[config.mk]
export PLATFORM = sky130hd
export DESIGN_NAME = rrf_alloc_scheduler_flat
export DESIGN_NICKNAME = d
export VERILOG_FILES = /design/src/rtl/rrf_alloc_if.sv /design/src/rtl/rrf_alloc_scheduler.sv /design/src/flat_wrapper.sv
export SDC_FILE = /design/constraint.sdc
export NUM_CORES = 1
export LEC_CHECK = 0
export CAP_MARGIN = 40
export CORE_ASPECT_RATIO = 0.7
export CORE_UTILIZATION = 35
export CTS_BUF_LIST = sky130_fd_sc_hd__clkbuf_8
export DETAILED_ROUTE_END_ITERATION = 10
export RECOVER_POWER = 50
export SETUP_SLACK_MARGIN = 0.02
export SLEW_MARGIN = 0
export SYNTH_ARGS = -nofsm -noshare
export SYNTH_HDL_FRONTEND = slang
export SYNTH_SLANG_ARGS = --single-unit
[constraint.sdc]
create_clock -name clk_i -period 5.8 [get_ports clk_i]
set_clock_uncertainty 0.2 [all_clocks]
set_input_delay 1.16 -clock clk_i [delete_from_list [all_inputs] [get_ports clk_i]]
set_output_delay 1.16 -clock clk_i [all_outputs]
set_load 0.02 [all_outputs]
[src/rtl/rrf_alloc_if.sv]
// Dispatch-side handshake between the DP stage and the RRF allocation scheduler.
//
// Handshake: dp_valid_i (with dp_req_num_i) is the request; alloc_grant_o is
// the combinational ready. A bundle transfers in the cycle where dp_valid_i
// and alloc_grant_o are both high, and it takes dst_tag0_o/dst_tag1_o from
// that same cycle. While stall_dp_o is high the dispatcher must hold the
// bundle unchanged and re-present it on the next cycle.
interface rrf_alloc_if #(
  parameter int RRF_SEL = 6
);
  logic               dp_valid_i;
  logic [1:0]         dp_req_num_i;
  logic               alloc_grant_o;
  logic [RRF_SEL-1:0] dst_tag0_o;
  logic [RRF_SEL-1:0] dst_tag1_o;
  logic               stall_dp_o;

  // Dispatch stage drives the request and consumes the grant and tags
  modport master (
    output dp_valid_i, dp_req_num_i,
    input  alloc_grant_o, dst_tag0_o, dst_tag1_o, stall_dp_o
  );

  // Scheduler consumes the request and drives the grant and tags
  modport slave (
    input  dp_valid_i, dp_req_num_i,
    output alloc_grant_o, dst_tag0_o, dst_tag1_o, stall_dp_o
  );
endinterface

[src/rtl/rrf_alloc_scheduler.sv]
// Single owner of the rename register file pointers: grants 0-2 destination
// entries per cycle, tracks allocation/commit pointers and the free count,
// raises the dispatch stall and sequences misprediction recovery.
module rrf_alloc_scheduler #(
  parameter int RRF_NUM     = 64,
  parameter int RRF_SEL     = 6,
  parameter int RECOVER_CYC = 2
) (
  input  logic               clk_i,
  input  logic               reset_i,
  rrf_alloc_if.slave         dp_if,
  input  logic [1:0]         com_inst_num_i,
  input  logic               flush_i,
  output logic [RRF_SEL-1:0] rrfptr_o,
  output logic [RRF_SEL-1:0] comptr_o,
  output logic [RRF_SEL:0]   freenum_o,
  output logic               nextrrfcyc_o,
  output logic               busy_o,
  output logic               err_o,
  output logic               state_dbg_o
);

  localparam int CNT_W = (RECOVER_CYC > 1) ? $clog2(RECOVER_CYC) : 1;
  localparam logic [RRF_SEL:0]   C_NUM   = (RRF_SEL+1)'(RRF_NUM);
  localparam logic [RRF_SEL+1:0] C_NUM_W = (RRF_SEL+2)'(RRF_NUM);

  typedef enum logic {
    S_RUN     = 1'b0,
    S_RECOVER = 1'b1
  } state_t;

  state_t             r_state;
  state_t             w_state_nxt;
  logic [CNT_W-1:0]   r_cnt;

  logic [RRF_SEL-1:0] r_rrfptr;
  logic [RRF_SEL-1:0] r_comptr;
  logic [RRF_SEL:0]   r_freenum;
  logic               r_nextrrfcyc;
  logic               r_err;

  logic               w_busy;
  logic               w_grant;
  logic [1:0]         w_req;
  logic [1:0]         w_gcnt;
  logic [RRF_SEL+1:0] w_avail;
  logic               w_fits;
  logic [RRF_SEL:0]   w_used;
  logic               w_underflow;
  logic [RRF_SEL+1:0] w_free_raw;
  logic [RRF_SEL:0]   w_free_nxt;
  logic [RRF_SEL-1:0] w_rrf_adv;
  logic [RRF_SEL-1:0] w_com_adv;

  // Pointer + n modulo RRF_NUM; RRF_NUM need not be a power of two
  function automatic logic [RRF_SEL-1:0] f_mod_add(input logic [RRF_SEL-1:0] ptr,
                                                   input logic [1:0]         n);
    logic [RRF_SEL:0] s;
    s = {1'b0, ptr} + {{(RRF_SEL-1){1'b0}}, n};
    if (s >= C_NUM) s = s - C_NUM;
    return s[RRF_SEL-1:0];
  endfunction

  // Request sizing, commit crediting and pointer arithmetic
  always_comb begin
    w_req       = (dp_if.dp_req_num_i == 2'd3) ? 2'd2 : dp_if.dp_req_num_i;
    // Same-cycle commits are credited so a bundle can reuse freed entries
    w_avail     = {1'b0, r_freenum} + {{RRF_SEL{1'b0}}, com_inst_num_i};
    w_fits      = (w_avail >= {{RRF_SEL{1'b0}}, w_req});
    w_used      = C_NUM - r_freenum;
    w_underflow = ({{(RRF_SEL-1){1'b0}}, com_inst_num_i} > w_used);
    w_gcnt      = w_grant ? w_req : 2'd0;
    // Cannot go negative: a grant is only given when w_avail covers it
    w_free_raw  = w_avail - {{RRF_SEL{1'b0}}, w_gcnt};
    w_free_nxt  = (w_free_raw > C_NUM_W) ? C_NUM : w_free_raw[RRF_SEL:0];
    w_rrf_adv   = f_mod_add(r_rrfptr, w_gcnt);
    w_com_adv   = f_mod_add(r_comptr, com_inst_num_i);
  end

  // FSM state register plus the recovery cycle counter
  always_ff @(posedge clk_i) begin
    if (!reset_i) begin
      r_state <= S_RUN;
      r_cnt   <= '0;
    end else begin
      r_state <= w_state_nxt;
      if (flush_i)
        r_cnt <= CNT_W'(RECOVER_CYC - 1);
      else if (r_state == S_RECOVER && r_cnt != '0)
        r_cnt <= r_cnt - CNT_W'(1);
    end
  end

  // FSM next state: any flush (re)enters RECOVER, counter expiry returns to RUN
  always_comb begin
    w_state_nxt = r_state;
    if (flush_i)
      w_state_nxt = S_RECOVER;
    else if (r_state == S_RECOVER && r_cnt == '0)
      w_state_nxt = S_RUN;
  end

  // FSM outputs: grant only while running and not flushing
  always_comb begin
    w_busy  = (r_state == S_RECOVER);
    w_grant = dp_if.dp_valid_i & ~w_busy & ~flush_i & w_fits;
  end

  // Pointer, free count, wrap pulse and sticky error registers
  always_ff @(posedge clk_i) begin
    if (!reset_i) begin
      r_rrfptr     <= '0;
      r_comptr     <= '0;
      r_freenum    <= C_NUM;
      r_nextrrfcyc <= 1'b0;
      r_err        <= 1'b0;
    end else begin
      // Retirement always moves the commit pointer, even on underflow
      r_comptr <= w_com_adv;
      if (w_underflow) r_err <= 1'b1;
      if (flush_i || w_busy) begin
        // Squash everything younger than the commit point
        r_rrfptr     <= w_com_adv;
        r_freenum    <= C_NUM;
        r_nextrrfcyc <= 1'b0;
      end else begin
        r_rrfptr     <= w_rrf_adv;
        r_freenum    <= w_free_nxt;
        r_nextrrfcyc <= (w_rrf_adv < r_rrfptr);
      end
    end
  end

  assign dp_if.alloc_grant_o = w_grant;
  assign dp_if.dst_tag0_o    = r_rrfptr;
  assign dp_if.dst_tag1_o    = f_mod_add(r_rrfptr, 2'd1);
  assign dp_if.stall_dp_o    = dp_if.dp_valid_i & ~w_grant;

  assign rrfptr_o     = r_rrfptr;
  assign comptr_o     = r_comptr;
  assign freenum_o    = r_freenum;
  assign nextrrfcyc_o = r_nextrrfcyc;
  assign busy_o       = w_busy;
  assign err_o        = r_err;
  assign state_dbg_o  = r_state;

endmodule

[src/flat_wrapper.sv]
// flat-port wrapper written by rule: the top's interface ports become plain ports
module rrf_alloc_scheduler_flat 
#(
  parameter int RRF_NUM     = 64,
  parameter int RRF_SEL     = 6,
  parameter int RECOVER_CYC = 2
)
  (clk_i, reset_i, com_inst_num_i, flush_i, rrfptr_o, comptr_o, freenum_o, nextrrfcyc_o, busy_o, err_o, state_dbg_o, dp_if_dp_valid_i, dp_if_dp_req_num_i, dp_if_alloc_grant_o, dp_if_dst_tag0_o, dp_if_dst_tag1_o, dp_if_stall_dp_o);
  rrf_alloc_if #(.RRF_SEL(RRF_SEL)) dp_if_i ();
  input  logic clk_i;
  input  logic reset_i;
  input  logic [1:0] com_inst_num_i;
  input  logic flush_i;
  output logic [RRF_SEL-1:0] rrfptr_o;
  output logic [RRF_SEL-1:0] comptr_o;
  output logic [RRF_SEL:0] freenum_o;
  output logic nextrrfcyc_o;
  output logic busy_o;
  output logic err_o;
  output logic state_dbg_o;
  input wire logic [$bits(dp_if_i.dp_valid_i)-1:0] dp_if_dp_valid_i;
  input wire logic [$bits(dp_if_i.dp_req_num_i)-1:0] dp_if_dp_req_num_i;
  output wire logic [$bits(dp_if_i.alloc_grant_o)-1:0] dp_if_alloc_grant_o;
  output wire logic [$bits(dp_if_i.dst_tag0_o)-1:0] dp_if_dst_tag0_o;
  output wire logic [$bits(dp_if_i.dst_tag1_o)-1:0] dp_if_dst_tag1_o;
  output wire logic [$bits(dp_if_i.stall_dp_o)-1:0] dp_if_stall_dp_o;
  assign dp_if_i.dp_valid_i = dp_if_dp_valid_i;
  assign dp_if_i.dp_req_num_i = dp_if_dp_req_num_i;
  assign dp_if_alloc_grant_o = dp_if_i.alloc_grant_o;
  assign dp_if_dst_tag0_o = dp_if_i.dst_tag0_o;
  assign dp_if_dst_tag1_o = dp_if_i.dst_tag1_o;
  assign dp_if_stall_dp_o = dp_if_i.stall_dp_o;
  rrf_alloc_scheduler #(.RRF_NUM(RRF_NUM), .RRF_SEL(RRF_SEL), .RECOVER_CYC(RECOVER_CYC)) u_core (.clk_i(clk_i), .reset_i(reset_i), .dp_if(dp_if_i), .com_inst_num_i(com_inst_num_i), .flush_i(flush_i), .rrfptr_o(rrfptr_o), .comptr_o(comptr_o), .freenum_o(freenum_o), .nextrrfcyc_o(nextrrfcyc_o), .busy_o(busy_o), .err_o(err_o), .state_dbg_o(state_dbg_o));
endmodule
==> impl_metrics.json <==
{
  "layout-drive-gt1-share_pct": 8.678,
  "area_growth_pct": 25.70,
  "p_leak_uw": 0.0009554,
  "final_util_pct": 46.96,
  "first_iter_violations": 116,
  "start_kind": "input pin",
  "start_util_pct": 37.36,
  "endpoint_kind": "primary output",
  "syn_inst": 207,
  "worst_r2r_startpoint": "u_core.freenum_o[0]",
  "async_reset_ff_share_pct": 0,
  "via_per_inst": 4.855,
  "path_delay_family": "buffers and inverters",
  "wl_per_cell_um": 13.67,
  "use_met2_pct": 21.44,
  "dieHeight_um": 62.59,
  "synthTopCellsByArea": "dfxtp_1 (25%), ha_1 (11%), xnor2_1 (6.7%)",
  "hold_path_class": "flop to flop",
  "htreeDepth": 1,
  "synth.avg_cell_area_um2": 8.867,
  "cts_buffer_depth": 2,
  "top_usage_layer": "met1",
  "num_vias": 1510,
  "cts_setup_buffers": 0,
  "clockRootBuffer": "clkbuf_8",
  "hold_violations": 0,
  "worstSetupPathType": "input pin to primary output",
  "crit_required_ns": 4.44,
  "setup_violations": 0,
  "grt_pass1_wl_um": 6844,
  "power_uw": 430.3,
  "grt_use_met1_pct": 25.16,
  "die_w_um": 88.56,
  "synth_top_area_cell": "dfxtp_1",
  "drv_cap": 0,
  "crit_slowest_cell": "dlygate4sd3_1",
  "grt_util_met3_pct": 2.906,
  "yosysWarnings": 0,
  "ant_nets": 0,
  "num_antenna_cells": 0,
  "seq_area_frac_synth_pct": 25.09,
  "crit_path_start": "com_inst_num_i[1]",
  "rsz0062_at_grt": "no",
  "fin_setup_tns_ns": 0,
  "slew_headroom_pct": 60.28,
  "num_rows": 21,
  "ctsResizeCount": 0,
  "dp_hpwl_um": 3335,
  "worst_pin_slew_ns": 0.5938,
  "final_area_um2": 2307,
  "hold_ws_ns": 0.2833,
  "slowest_delay_ns": 0.65,
  "ir_drop_mv": 0.08882,
  "final-max-slew-violation-count": 0,
  "synth_edf_count": 0,
  "synth.distinct_cells": 52,
  "antenna_found_initial": 0,
  "nets": 271,
  "insertion_delay_ns": 0.26,
  "clkTransAtPathRegs_ns": 0.08,
  "core_um2": 4913,
  "numPortBuffers": 44,
  "gp_congestion": 0.9257,
  "worstPathArrival_ns": 4.11,
  "grt_pass1_vias": 1348,
  "final.min_clock_period_ns": 5.467,
  "drt_pass1_iterations": 4,
  "grt_max_degree": 19,
  "clock-sinks": 23,
  "status": "finished clean",
  "synthFlopType": "dfxtp_1",
  "io_pins": 45,
  "cts.hold.buffers_added": 0,
  "dpl_cell_area_um2": 2261,
  "yosys.area.top_type_share_pct": 25.09,
  "dieArea_um2": 5543,
  "path_buf_inv": 2,
  "syn_area_um2": 1836,
  "synth_fp_nets": 235,
  "drcViolationCount": 0,
  "grt_overflow": 0,
  "ys_ff_latch": 23,
  "fin_crit_sh_pct": 94.25,
  "cts_buffers": 3,
  "routed_wl_um": 4250,
  "grt_usage_pct": 15.98,
  "min_from": "u_core.err_o",
  "power.density_nw_per_um2": 186.5,
  "tritoncts": "yes",
  "cp_cell_sequence": "dlygate4sd3_1 > fa_1 > ha_1 > a21oi_1 > nand3_1 > o311a_1 > nor2b_1 > clkdlybuf4s50_1",
  "fmax_mhz": 182.9,
  "cp_max_fo": 5
}
## area by class of cell
type	count	area [um2]
well taps	69	86.33
clock buffers	3	41.29
flip-flops and latches	23	460.4
fillers	483	2606
clock inverters	1	5.005
inverters	14	52.55
repair buffers	46	455.4
multi-input cells	155	1206
## cell usage in the layout, fill, tap and decap left out, types with 2 or more instances in the layout
cell type        Yosys  final
a31oi_1              2      2
ha_1                16     16
inv_1               14     14
nand3b_1             2      2
buf_4                7      2
nand3_1              6      6
o2111ai_1            2      2
nand2_1             18     18
nor2b_1             11     11
nor3_1               7      7
a21oi_1              7      7
nor2_1              11     11
and2_1               4      3
nand2b_1             2      2
xor2_1               7      7
or3_4                2      2
dfxtp_1             23     23
o21a_1               2      2
clkbuf_8             0      3
fa_1                 4      4
xnor2_1             14     14
nor3b_1              2      2
dlygate4sd3_1        0     24
and3_1               5      5
o21ai_0              3      3
clkdlybuf4s50_1      0     20
nand4_1              3      3
## cell families (layout without fill, tap and decap cells)
kind of cell / after synthesis / in the layout / share of synthesized area (%)
AO/OA/AOI/OAI: 29 / 29 / 12.61
XOR/XNOR: 23 / 23 / 12.13
adder cells (fa/ha/maj): 20 / 20 / 15.27
buffers and inverters: 29 / 64 / 9.202
flip-flops: 23 / 23 / 25.09
multiplexers: 1 / 1 / 0.5454
AND/OR/NAND/NOR: 82 / 82 / 25.15
## report_power, final
group | internal [uW] | switching (uW) | total, uW
clock | 48.0 | 53.5 | 101
sequential | 168 | 14.2 | 183
combinational | 69.6 | 76.7 | 146
total | 286 | 144 | 430
## routing by layer
metal	share of wire [%]	up-vias	wire (um)
met3	7.8	2	331
met1	53	673	2235
met2	39	62	1649
met4	0.80	0	34
li1	-	773	-
met5	0	-	0
## cell usage after synthesis (3+ instances only)
cell type and number:
xor2_1 7, xnor2_1 14, buf_6 3, a21oi_1 7
nand2_1 18, inv_1 14, buf_4 7, nand3_1 6
nor2b_1 11, ha_1 16, fa_1 4, and3_1 5
nor2_1 11, nand4_1 3, and2_1 4, nor3_1 7
dfxtp_1 23, o21ai_0 3, clkbuf_1 4
## worst paths after layout
kind,to,slack (ns),cells past startpoint
worst min-delay path,u_core.err_o,0.28,1
worst max register to register,u_core.freenum_o[4],1.68,14
worst max-delay path,dp_if_stall_dp_o,0.33,8
worst min register to register,u_core.err_o,0.28,1
## flip-flops by register name (all words and copies together), names as in the netlist
| signal | flops |
|---|---|
| u_core.busy_o | 1 |
| u_core.nextrrfcyc_o | 1 |
| u_core.dp_if.dst_tag0_o | 6 |
| u_core.comptr_o | 6 |
| u_core.freenum_o | 7 |
| u_core.err_o | 1 |
| u_core.r_cnt | 1 |
## per-stage QoR
stage / setup slack (ns) / cells
finish: 0.3334 / 311
floorplan: 1.086 / 207
global route: 0.2039 / 311
CTS: 0.3211 / 311
detailed placement: 0.3350 / 307
global placement: 0.3355 / 307
Power figures use the tool's default switching activity.
